==> src/rtl/minesweeper_pkg.sv <==
// Shared constants and types for the minesweeper board logic.
// Board geometry, mine count and the placer state encoding live here.
package minesweeper_pkg;
  localparam int ROWS   = 9;
  localparam int COLS   = 9;
  localparam int CELLS  = ROWS * COLS;
  localparam int MINES  = 9;
  localparam int IDX_W  = 8;
  localparam int CELL_W = $clog2(CELLS);

  typedef enum logic [1:0] {
    IDLE = 2'd0,
    REQ  = 2'd1,
    DONE = 2'd2
  } placer_state_e;
endpackage

==> src/rtl/mine_neighbour_count.sv <==
// Combinational count of mines in the 8 cells surrounding (row, col).
// Edges are clipped, never wrapped; the centre cell is not counted.
module mine_neighbour_count
  import minesweeper_pkg::*;
(
  input  logic [CELLS-1:0] board,
  input  logic [IDX_W-1:0] row,
  input  logic [IDX_W-1:0] col,
  output logic [3:0]       adj
);

  always_comb begin
    adj = 4'd0;
    for (int dr = -1; dr <= 1; dr++) begin
      for (int dc = -1; dc <= 1; dc++) begin
        if ((dr != 0 || dc != 0) &&
            (int'(row) + dr) >= 0 && (int'(row) + dr) < ROWS &&
            (int'(col) + dc) >= 0 && (int'(col) + dc) < COLS) begin
          if (board[CELL_W'((int'(row) + dr) * COLS + int'(col) + dc)]) begin
            adj = adj + 4'd1;
          end
        end
      end
    end
  end

endmodule

==> src/rtl/mine_placer.sv <==
// Consumes candidate indices, keeps the first MINES unique in-range ones as
// mines on the board bitmap, and serves a registered cell query port.
module mine_placer
  import minesweeper_pkg::*;
(
  input  logic             clock,
  input  logic             reset,
  input  logic             start,
  output logic             idx_req,
  input  logic             idx_valid,
  input  logic [IDX_W-1:0] idx,
  output logic             busy,
  output logic             done,
  output logic [IDX_W-1:0] mines_placed,
  output logic [7:0]       reject_count,
  input  logic [IDX_W-1:0] rd_idx,
  output logic             rd_mine,
  output logic [3:0]       rd_adj
);

  localparam logic [IDX_W-1:0] CELLS_IDX = IDX_W'(CELLS);
  localparam logic [IDX_W-1:0] MINES_IDX = IDX_W'(MINES);
  localparam logic [IDX_W-1:0] COLS_IDX  = IDX_W'(COLS);

  placer_state_e    state_reg, state_next;
  logic [CELLS-1:0] board_reg;
  logic [IDX_W-1:0] mines_placed_reg;
  logic [7:0]       reject_count_reg;
  logic             rd_mine_reg;
  logic [3:0]       rd_adj_reg;

  logic             cand_in_range, cand_dup, consume, accept, reject, clear;
  logic             rd_in_range;
  logic [IDX_W-1:0] rd_row, rd_col;
  logic [3:0]       nb_adj;

  assign cand_in_range = idx < CELLS_IDX;
  assign cand_dup      = cand_in_range && board_reg[CELL_W'(idx)];
  assign consume       = (state_reg == REQ) && idx_valid;
  assign accept        = consume && cand_in_range && !cand_dup;
  assign reject        = consume && !accept;
  assign clear         = (state_reg == IDLE || state_reg == DONE) && start;

  always_comb begin
    state_next = state_reg;
    case (state_reg)
      IDLE, DONE: if (start) state_next = REQ;
      REQ:        if (accept && (mines_placed_reg + IDX_W'(1)) == MINES_IDX) state_next = DONE;
      default:    state_next = IDLE;
    endcase
  end

  always_ff @(posedge clock or negedge reset) begin
    if (!reset) begin
      state_reg        <= IDLE;
      board_reg        <= '0;
      mines_placed_reg <= '0;
      reject_count_reg <= '0;
    end else begin
      state_reg <= state_next;
      if (clear) begin
        board_reg        <= '0;
        mines_placed_reg <= '0;
        reject_count_reg <= '0;
      end else begin
        if (accept) begin
          board_reg[CELL_W'(idx)] <= 1'b1;
          mines_placed_reg        <= mines_placed_reg + IDX_W'(1);
        end
        // Saturate so long unlucky runs do not wrap back to small values
        if (reject && reject_count_reg != 8'hFF) begin
          reject_count_reg <= reject_count_reg + 8'd1;
        end
      end
    end
  end

  assign rd_in_range = rd_idx < CELLS_IDX;
  assign rd_row      = rd_idx / COLS_IDX;
  assign rd_col      = rd_idx % COLS_IDX;

  mine_neighbour_count u_nb (
    .board (board_reg),
    .row   (rd_row),
    .col   (rd_col),
    .adj   (nb_adj)
  );

  // Query sees the board before any update landing on the same edge
  always_ff @(posedge clock or negedge reset) begin
    if (!reset) begin
      rd_mine_reg <= 1'b0;
      rd_adj_reg  <= 4'd0;
    end else begin
      rd_mine_reg <= rd_in_range && board_reg[CELL_W'(rd_idx)];
      rd_adj_reg  <= rd_in_range ? nb_adj : 4'd0;
    end
  end

  assign idx_req      = (state_reg == REQ);
  assign busy         = (state_reg == REQ);
  assign done         = (state_reg == DONE);
  assign mines_placed = mines_placed_reg;
  assign reject_count = reject_count_reg;
  assign rd_mine      = rd_mine_reg;
  assign rd_adj       = rd_adj_reg;

endmodule

==> config.mk <==
export PLATFORM = sky130hd
export DESIGN_NAME = mine_placer
export DESIGN_NICKNAME = d
export VERILOG_FILES = /design/src/rtl/minesweeper_pkg.sv /design/src/rtl/mine_neighbour_count.sv /design/src/rtl/mine_placer.sv
export SDC_FILE = /design/constraint.sdc
export NUM_CORES = 1
export LEC_CHECK = 0
export ABC_AREA = 1
export BUFFER_PORTS_ARGS = -buffer_cell sky130_fd_sc_hd__buf_2
export CORE_AREA = 2 2 219 199
export DETAILED_ROUTE_END_ITERATION = 16
export DIE_AREA = 0 0 221 201
export PLACE_DENSITY_LB_ADDON = 0.15
export REMOVE_ABC_BUFFERS = 1
export SLEW_MARGIN = 10
export SYNTH_ARGS = -nofsm -noshare
export SYNTH_HDL_FRONTEND = slang
export SYNTH_SLANG_ARGS = --single-unit
==> constraint.sdc <==
create_clock -name clock -period 12.25 [get_ports clock]
set_clock_uncertainty 0.15 [all_clocks]
set_input_delay 0 -clock clock [delete_from_list [all_inputs] [get_ports clock]]
set_output_delay 0 -clock clock [all_outputs]
set_load 0.02 [all_outputs]
==> flow_summary_export.csv <==
group,metric,value,unit
run_status,status,"completed",
sta,final_hold_viol_count,0,
global_route,grt_pass1_wl,76.5,mm
setup_path,slowest_delay,0.53,ns
setup_path,worst_ep_arrival_time,11.24,ns
run,maxCapViolCount,0,
floorplan,die_y,201,um
sta,finalSetupViolCount,0,
cts,cts_sinks,104,
logic_synthesis,synth.distinct_cells,67,
layout,layout.nets,2082,
global_route,grt.overflow.total,0,
detailed_routing,drc,0,
logic_synthesis,ys_top_cells_by_count,"nand2_1 (402), inv_1 (273), nand3_1 (268), o21ai_0 (233), nor2_1 (116)",
logic_synthesis,synth_edf_count,0,
logic_synthesis,synth-compound-area-share,0.184,
floorplan,fp.dieArea,44400,um2
floorplan,ios,44,
sta,setup_tns,0,ns
floorplan,fp.dieW,221,um
logic_synthesis,syn_area_per_cell,6.39,um2
logic_synthesis,netlist_area,12500,um2
detailed_routing,ant_nets,0,
setup_path,cp_max_fo,12,
cts,cts_buffers,9,
setup_path,cp-end-kind,"register",
logic_synthesis,synth-seq-cells,104,
place,dpl.hpwl,37.5,mm
logic_synthesis,synthCells,1954,
logic_synthesis,synthAdderAreaFrac,0.0816,
layout,largest_register_ffs,81,
sta,rsz0062_at_grt,"no",
layout,drive_above_1_share,0.0975,
layout,area_delta_synth_final,10.6,%
cts,cts_max_path_buffers,2,
logic_synthesis,muxShareOfSynthArea,0.0211,
floorplan,rows,72,
detailed_routing,drt-vias-per-instance,5.32,
sta,min_period,11.11,ns
global_route,grt_max_degree,102,
setup_path,critPathMostFrequentCell,"nand2_1",
detailed_routing,drtIter0Drc,1253,
setup_path,crit_slowest_cell,"dlygate4sd3_1",
setup_path,crit_path_start_kind,"primary input",
logic_synthesis,synth_top_flop_cell,"dfrtp_1",
floorplan,core,42400,um2
sta,fin_crit_sh,0.907,
logic_synthesis,synth-xor-area-share,0.0473,
setup_path,worst-setup-path-type,"in2reg",
detailed_routing,drt_pass1_iterations,5,
global_route,grt_pass1_vias,12600,
layout,insertedDiodeCount,0,
logic_synthesis,synth_top_family_by_area,"simple AND/OR/NAND/NOR gates",
layout,fillers,4709,
floorplan,initial_core_util,0.294,
sta,worst_pin_slew,1.32,ns
global_route,antenna_found_initial,0,
sta,relSlewSlack,0.117,
global_route,grt_usage,0.222,
logic_synthesis,ys_warn_count,0,
cts,tritoncts,"done",
detailed_routing,drt_wl_total,49.7,mm
cts,clk_latency,0.39,ns
setup_path,regToRegSetupSlack,6.60,ns
detailed_routing,routedWlPerCell,19.5,um
cts,clkTransAtPathRegs,0.09,ns
logic_synthesis,synthMostInstantiatedCell,"nand2_1",
logic_synthesis,synthSimpleGateAreaFrac,0.337,
logic_synthesis,synth_area_leaders,"dfrtp_1 (21%), nand2_1 (12%), nand3_1 (11%)",
logic_synthesis,async_reset_ff_frac,1.00,
logic_synthesis,yosys.area.top_type_share,0.209,
sta,timing.fmax,90.0,MHz
logic_synthesis,ys_seq_area_frac,0.209,
cts,htreeDepth,3,
setup_path,worstPathRequired,12.38,ns
worst_hold_path,hold_path.class,"in2reg",
sta,finalMaxSlewViolations,0,
cts,root_buffer,"clkbuf_16",
place,port_buffers,43,
logic_synthesis,yosysTopAreaCell,"dfrtp_1",
place,globalplace.congestion,0.965,
detailed_routing,vias,13500,
-- worst max-delay path: cells and delay by family --
kind / cells / cell delay, ns
buf+inv: 14 / 1.72
fa+ha+maj: 13 / 3.56
compound gates: 5 / 0.61
simple gates: 35 / 4.11
xor+xnor: 6 / 1.27
-- path summary, 6_finish.rpt --
path	startpoint	end	cells after the start
max reg2reg	board_reg[43]	rd_adj[1]	31
min reg2reg	reject_count[3]	reject_count[3]	1
min in group asynchronous	reset	mines_placed[5]	4
min	idx_valid	reject_count[0]	5
max	rd_idx[6]	rd_adj[1]	73
max in group asynchronous	reset	board_reg[15]	4
-- through the flow --
stage               instance area (um2)  setup slack, ns  utilization  instances  hold WS, ns
finish                            13800             1.14        0.325       2545       0.0503
global route                      13800           0.0283        0.325       2545       0.0942
CTS                               13800            0.901        0.324       2540       0.0287
detailed placement                13300             1.03        0.314       2512       -0.152
global placement                  13300             1.33        0.314       2512       -0.148
floorplan                         12100             2.17            -       1877       -0.446
-- kinds of logic after synthesis --
kind of cell    count (synthesis)
compound gates                404
other cells                     1
fa+ha+maj                      76
xor+xnor                       59
simple gates                  907
mux                            26
flops                         104
buf+inv                       377
-- metal layers --
metal  part of all wire  track usage
met4              0.028       0.0712
met5                  0            0
met3              0.063       0.0372
met2               0.44        0.340
met1               0.47        0.315
-- what timing repair did --
action | in CTS | in global routing
endpoints found under the hold margin | 41 | 0
endpoints found under the setup margin | 0 | 2
hold buffers | 13 | 0
gates resized for setup | 0 | 1
buffers inserted | 0 | 5
-- area by class of cell --
cell class | count | area [um2] | area share
inverters | 300 | 1140 | 0.0825
clock inverters | 4 | 52.6 | 0.00381
clock buffers | 11 | 233 | 0.0169
well taps | 555 | 694 | 0.0503
repair buffers | 98 | 676 | 0.0489
flip-flops and latches | 104 | 2600 | 0.189
multi-input cells | 1473 | 8410 | 0.609
-- placed cells by master, fill, tap and decap left out, types with 13 or more instances in the layout --
master,count
a21oi_1,58
buf_2,41
buf_4,44
dfrtp_1,104
ha_1,67
inv_1,272
inv_2,13
mux2i_1,24
nand2_1,402
nand2_2,22
nand2_4,14
nand3_1,268
nand4_1,24
nor2_1,115
nor3_1,22
o21ai_0,233
o22ai_1,40
xnor2_1,20
xor2_1,33
Power is not shown: default switching activity piles up to over one toggle a cycle in this logic, so the estimate is an artifact.
